===== src/rtl/bitfusion_pkg.sv =====
// Shared types and helpers for the Bit-Fusion sequencer: legal precisions,
// controller state encoding and the precision legality check.
package bitfusion_pkg;

   localparam logic [3:0] W2 = 4'd2;
   localparam logic [3:0] W4 = 4'd4;
   localparam logic [3:0] W8 = 4'd8;

   typedef enum logic [2:0] {
      IDLE,
      ISSUE,
      DRAIN,
      OUTPUT,
      FIN
   } state_t;

   function automatic logic width_legal(input logic [3:0] w);
      return (w == W2) || (w == W4) || (w == W8);
   endfunction

endpackage


===== src/rtl/bitfusion_addr_gen.sv =====
// Operand address generator: word index within the current output (input
// buffer address) and a running weight address across the whole layer.
module bitfusion_addr_gen #(
   parameter int AW = 10,
   parameter int KW = 8
) (
   input  logic          clk,
   input  logic          rst_n,
   input  logic          i_clear,
   input  logic          i_advance,
   input  logic [KW-1:0] i_k_words,
   output logic [AW-1:0] o_in_addr,
   output logic [AW-1:0] o_wt_addr,
   output logic          o_first,
   output logic          o_last
);

   logic [KW-1:0] r_k;
   logic [AW-1:0] r_wt_addr;

   // NOTE: state registers use non-blocking assignments and an asynchronous
   // reset so every flop updates from pre-edge values in the same time step.
   always_ff @(posedge clk or negedge rst_n) begin
      if (!rst_n) begin
         r_k       <= '0;
         r_wt_addr <= '0;
      end else if (i_clear) begin
         r_k       <= '0;
         r_wt_addr <= '0;
      end else if (i_advance) begin
         r_k       <= o_last ? '0 : r_k + KW'(1);
         r_wt_addr <= r_wt_addr + AW'(1);
      end
   end

   assign o_in_addr = AW'(r_k);
   assign o_wt_addr = r_wt_addr;
   assign o_first   = (r_k == '0);
   assign o_last    = (r_k == i_k_words - KW'(1));

endmodule


===== src/rtl/bitfusion_seq_ctrl.sv =====
// Layer sequencer for one Bit-Fusion unit: validates and latches the layer
// config, streams operand reads, waits out the wrapper latency, hands off outputs.
module bitfusion_seq_ctrl
   import bitfusion_pkg::*;
#(
   parameter int AW     = 10,
   parameter int KW     = 8,
   parameter int NW     = 8,
   parameter int FU_LAT = 2
) (
   input  logic          clk,
   input  logic          rst_n,
   input  logic          cfg_start,
   input  logic [3:0]    cfg_in_width,
   input  logic [3:0]    cfg_weight_width,
   input  logic          cfg_s_in,
   input  logic          cfg_s_weight,
   input  logic [KW-1:0] cfg_k_words,
   input  logic [NW-1:0] cfg_n_out,
   output logic          busy,
   output logic          cfg_err,
   output logic          in_rd_en,
   output logic [AW-1:0] in_rd_addr,
   output logic          wt_rd_en,
   output logic [AW-1:0] wt_rd_addr,
   output logic [3:0]    fu_in_width,
   output logic [3:0]    fu_weight_width,
   output logic          fu_s_in,
   output logic          fu_s_weight,
   output logic          fu_valid,
   output logic          fu_psum_clr,
   output logic          out_valid,
   input  logic          out_ready,
   output logic [NW-1:0] out_idx,
   output logic          done
);

   state_t        r_state;
   state_t        w_next;
   logic [3:0]    r_in_width;
   logic [3:0]    r_weight_width;
   logic          r_s_in;
   logic          r_s_weight;
   logic [KW-1:0] r_k_words;
   logic [NW-1:0] r_n_out;
   logic [NW-1:0] r_out_idx;
   logic [2:0]    r_drain_cnt;
   logic          r_cfg_err;
   logic          r_fu_valid;
   logic          r_psum_clr;

   logic w_cfg_ok;
   logic w_start_ok;
   logic w_start_bad;
   logic w_issue;
   logic w_first;
   logic w_last;
   logic w_last_out;

   assign w_cfg_ok    = width_legal(cfg_in_width) && width_legal(cfg_weight_width) &&
                        (cfg_k_words != '0) && (cfg_n_out != '0);
   assign w_start_ok  = cfg_start && (r_state == IDLE) && w_cfg_ok;
   assign w_start_bad = cfg_start && (r_state == IDLE) && !w_cfg_ok;
   assign w_issue     = (r_state == ISSUE);
   assign w_last_out  = (r_out_idx == r_n_out - NW'(1));

   bitfusion_addr_gen #(
      .AW (AW),
      .KW (KW)
   ) u_addr_gen (
      .clk       (clk),
      .rst_n     (rst_n),
      .i_clear   (w_start_ok),
      .i_advance (w_issue),
      .i_k_words (r_k_words),
      .o_in_addr (in_rd_addr),
      .o_wt_addr (wt_rd_addr),
      .o_first   (w_first),
      .o_last    (w_last)
   );

   always_ff @(posedge clk or negedge rst_n) begin
      if (!rst_n) r_state <= IDLE;
      else        r_state <= w_next;
   end

   // NOTE: w_next takes its default before the case so no path leaves it
   // unassigned, which would otherwise infer a latch.
   always_comb begin
      w_next = r_state;
      case (r_state)
         IDLE:    if (w_start_ok) w_next = ISSUE;
         ISSUE:   if (w_last) w_next = DRAIN;
         DRAIN:   if (r_drain_cnt == 3'(FU_LAT)) w_next = OUTPUT;
         OUTPUT:  if (out_ready) w_next = w_last_out ? FIN : ISSUE;
         FIN:     w_next = IDLE;
         default: w_next = IDLE;
      endcase
   end

   always_ff @(posedge clk or negedge rst_n) begin
      if (!rst_n) begin
         r_in_width     <= '0;
         r_weight_width <= '0;
         r_s_in         <= 1'b0;
         r_s_weight     <= 1'b0;
         r_k_words      <= '0;
         r_n_out        <= '0;
      end else if (w_start_ok) begin
         r_in_width     <= cfg_in_width;
         r_weight_width <= cfg_weight_width;
         r_s_in         <= cfg_s_in;
         r_s_weight     <= cfg_s_weight;
         r_k_words      <= cfg_k_words;
         r_n_out        <= cfg_n_out;
      end
   end

   // Drain counts from the cycle after the last read, i.e. the last fu_valid.
   always_ff @(posedge clk or negedge rst_n) begin
      if (!rst_n) begin
         r_drain_cnt <= '0;
         r_out_idx   <= '0;
         r_cfg_err   <= 1'b0;
         r_fu_valid  <= 1'b0;
         r_psum_clr  <= 1'b0;
      end else begin
         r_drain_cnt <= (r_state == DRAIN) ? r_drain_cnt + 3'd1 : 3'd0;
         r_cfg_err   <= w_start_bad;
         r_fu_valid  <= w_issue;
         r_psum_clr  <= w_issue && w_first;
         if (w_start_ok)
            r_out_idx <= '0;
         else if ((r_state == OUTPUT) && out_ready && !w_last_out)
            r_out_idx <= r_out_idx + NW'(1);
      end
   end

   assign busy            = (r_state == ISSUE) || (r_state == DRAIN) || (r_state == OUTPUT);
   assign cfg_err         = r_cfg_err;
   assign in_rd_en        = w_issue;
   assign wt_rd_en        = w_issue;
   assign fu_in_width     = r_in_width;
   assign fu_weight_width = r_weight_width;
   assign fu_s_in         = r_s_in;
   assign fu_s_weight     = r_s_weight;
   assign fu_valid        = r_fu_valid;
   assign fu_psum_clr     = r_psum_clr;
   assign out_valid       = (r_state == OUTPUT);
   assign out_idx         = r_out_idx;
   assign done            = (r_state == FIN);

endmodule


===== config.mk =====
export PLATFORM = sky130hd
export DESIGN_NAME = bitfusion_seq_ctrl
export DESIGN_NICKNAME = d
export VERILOG_FILES = /design/src/rtl/bitfusion_pkg.sv /design/src/rtl/bitfusion_addr_gen.sv /design/src/rtl/bitfusion_seq_ctrl.sv
export SDC_FILE = /design/constraint.sdc
export NUM_CORES = 1
export LEC_CHECK = 0
export ABC_AREA = 1
export CORE_ASPECT_RATIO = 0.8
export CORE_UTILIZATION = 51
export CTS_BUF_LIST = sky130_fd_sc_hd__clkbuf_8 sky130_fd_sc_hd__clkbuf_16
export DETAILED_ROUTE_END_ITERATION = 12
export PLACE_DENSITY = 0.8
export SLEW_MARGIN = 30
export SYNTH_ARGS = -nofsm -noshare
export SYNTH_HDL_FRONTEND = slang
export SYNTH_SLANG_ARGS = --single-unit

===== constraint.sdc =====
create_clock -name clk -period 2.3 [get_ports clk]
set_input_delay 0.46 -clock clk [delete_from_list [all_inputs] [get_ports clk]]
set_output_delay 0.46 -clock clk [all_outputs]
set_load 0.01 [all_outputs]

==> metrics list <==
* Layout cell share with drive strength beyond 1: between 9 and 10%
* Area added between synthesis and finish: 28.8%
- The number of antenna diodes in the final layout is 0.
* Number of different library cells in the post-synthesis netlist: 37
* Routed length per instance: 14.1 um
* Number of antenna violations at the first check in global routing: 0
- For the final routed database, the setup TNS stands at 0 ns.
- Number of routed nets with antenna violations: 0
- GRT Resource Usage Total: about 27%
- Initial DRC Count: 250
- Power density relative to cell area: ~1100 mW/mm^2
- After global routing the overflow that remains totals 0.
- In this run the critical register-to-register path is launched from r_k_words[0].
* Width of the chip: 95.7 um
- Summing all multi-input logic gate instances after layout gives 0.00172 sq mm.
* Total iterations of the first detailed-routing run: 5
- The worst setup path is launched from a flip-flop.
- Maximum number of buffers from clock root to sink: 2
- Setup repair after global routing left no endpoint under its margin.
- STA puts the critical path data arrival time at between 1.5 and 2 ns.
* Most used DFF post-synth: dfrtp_1
- On the final layout, the worst clock skew is about 0.0075 ns.
- Final WL: ~9000 um
- Number of synthesized flops with an enable pin: 0
- Data required, critical path: 1.84 ns
* Flops & latches, synth: 61
* Routability-driven placement congestion ratio: slightly below 0.9
- Fin crit share: 96.0%
- Based on the critical path, the design can be clocked at up to 453 MHz.
- OpenSTA, run right after detailed placement, puts the worst setup slack at a little under 0.09 ns.
- Leakage: 2.29 nW
* DRC violations left: 0
* Area used by sequential logic in the layout: 0.00153 sq mm
- Reg-to-reg setup timing slack: ~0.22 ns
- After filler insertion, the fill cell instance count of the layout stands at around 530.
* Final Hold Viols: 0
* Total number of vias: approximately 3400
- Clock tree from TritonCTS: yes
* Post-synthesis async set-or-reset flop share: 100%
- Pin placement for this block handled 76 I/O pins.
- The floorplan step defined a die boundary enclosing roughly 0.0074 sq mm.
- Final Slew Violations: 0
- During placement, the flow inserted port buffers numbering 73.
- The first global-routing pass estimated between 15000 and 20000 um of wire.
* PnR Total Power: around 0.0052 W
- Setup violations remaining at the end of the flow were counted as 0.
- The min-delay analysis places its worst path in the category in -> async.
- The worst path needs around 2.2 ns of the cycle, external delays included.
- Using the TritonRoute via totals, the vias-per-cell ratio works out to approximately 5.2.
- Cts bufs inserted: 9
* Sequential share of the synthesized area: 42.6%
- Die height: between 70 and 80 um
- Number of buffers inserted by hold repair at cts: 0
* Avg Inst Size Synth: about 7.6 sq um
* Number of global-route vias before repair: ~3200
- The tool flagged a number of max-cap violations equal to 0.
- Clock tree sinks: 61
* Worst-path fanout max: 12
- CP Class: reg -> out
* Total core area: 0.00657 sq mm
- Setup crit end kind: primary output
- The clock reaches the later pin of the worst-skew pair after about 0.36 ns.
- Half-perimeter wire length after detailed placement: ~6500 um
* Effective utilization at floorplan: between 50% and 60%
- Launch point of the critical path: r_state[2]
- Clock-pin slew on the worst setup and hold paths: about 0.07 ns
- The clock tree synthesis step divided the H-tree into 3 levels.
* Post-Syn Instances: between 400 and 500
- Largest net degree at the start of global routing: 62
- Maximum VDD drop: 0.693 mV
* Clock root buffer master: clkbuf_8
- For this run, the number of Yosys warnings is 0.
- Net count reported at finish: 590
- Post-route worst setup slack: 0.0918 ns
- Cell Area, Synth: 0.00358 sq mm
- Row cnt: 26
* Run status: finished clean
power breakdown:
part           internal [W]  switching (W)  total, W
Sequential          0.00143       0.000397   0.00183
Combinational       0.00107        0.00130   0.00237
Clock              0.000583       0.000440   0.00102
cell usage after synthesis (all sizes together) (8+ instances only):
| library cell | n | area share [%] |
|---|---|---|
| a21oi | 10 | 1.5 |
| buf | 11 | 2.1 |
| dfrtp | 61 | 43 |
| ha | 8 | 2.8 |
| inv | 67 | 7.2 |
| nand2 | 146 | 16 |
| nand3 | 38 | 6.0 |
| nand4 | 12 | 2.5 |
| nor2 | 51 | 6.4 |
| nor3 | 8 | 1.6 |
| o21ai | 23 | 3.2 |
| xor2 | 17 | 4.2 |
layout by cell type, fill, tap and decap left out, types with 2 or more instances in the layout:
cell / instances
or2_2: 2
a21oi_1: 9
nand2_2: 5
inv_2: 5
inv_1: 62
clkbuf_8: 12
nand4_1: 11
nor2_4: 2
nand3b_1: 2
clkdlybuf4s50_1: 72
dfrtp_1: 61
o22ai_1: 6
nand2_1: 141
buf_4: 2
a22oi_1: 2
ha_1: 8
o21ai_0: 22
nand3_1: 36
nor2_2: 9
nor3_1: 6
buf_12: 2
nand3_4: 2
conb_1: 2
xnor2_1: 3
nor2_1: 40
xor2_1: 17
cell families (layout without fill, tap and decap cells):
family                     after synthesis  in the layout  synth area share (%)
other                                    1              2                 0.105
AOI/OAI and AO/OA                       42             42                  6.43
and+or+nand+nor                        263            263                  33.8
buffers and inverters                   79            161                  9.33
xor gates and xnor gates                20             20                  4.89
DFF                                     61             61                  42.6
adders and majority gates                8              8                  2.80
per-layer routing:
layer | wire, um | track usage, % | vias up
li1 | - | - | 1649
met1 | 4190 | 36.1 | 1573
met2 | 4100 | 42.1 | 121
met3 | 662 | 9.52 | 12
met4 | 92 | 5.37 | 0
met5 | 0 | 0 | -
path summary, 6_finish.rpt:
| kind | endpoint | cells after the start |
|---|---|---|
| min reg2reg | r_drain_cnt[0] | 1 |
| max in group asynchronous | r_n_out[7] | 2 |
| min in group clk | r_drain_cnt[0] | 1 |
| min | r_drain_cnt[2] | 2 |
| max | in_rd_en | 4 |
| max reg2reg | u_addr_gen.r_k[7] | 11 |
state kept, by name, indices dropped and copies added (netlist names):
signal / flops
out_idx: 8
fu_s_weight: 1
r_k_words: 8
fu_s_in: 1
u_addr_gen.r_k: 8
fu_psum_clr: 1
fu_valid: 1
fu_in_width: 4
fu_weight_width: 4
r_state: 3
u_addr_gen.o_wt_addr: 10
r_n_out: 8
r_drain_cnt: 3
cfg_err: 1
metrics by stage:
stage / hold WS (ns) / cell area (sq um) / utilization, % / instances
2_1_floorplan: 0.164 / 3580 / - / 475
3_3_place_gp: 0.446 / 4400 / 66.9 / 625
3_5_place_dp: 0.455 / 4400 / 66.9 / 625
4_1_cts: 0.111 / 4610 / 70.1 / 641
5_1_grt: 0.113 / 4610 / 70.1 / 641
6_report: 0.0977 / 4610 / 70.1 / 641
what timing repair did:
item	in CTS	in global routing
gates resized for setup	0	1
buffers inserted	0	0
setup endpoints to repair	0	1
critical path, stage by stage (launching register included):
cell and delay, ns:
dfrtp_1 0.44, inv_2 0.11, nand3_4 0.14, inv_8 0.14, clkdlybuf4s50_1 0.55
final cells by class:
type / instances / share of cell area, %
Multi-Input combinational cell: 335 / 37.4
Sequential cell: 61 / 33.1
Timing Repair Buffer: 77 / 16.9
Inverter: 68 / 5.70
Clock buffer: 12 / 3.58
Tap cell: 84 / 2.28
Clock inverter: 4 / 1.00
No activity file was read; power rests on OpenSTA's default activity.
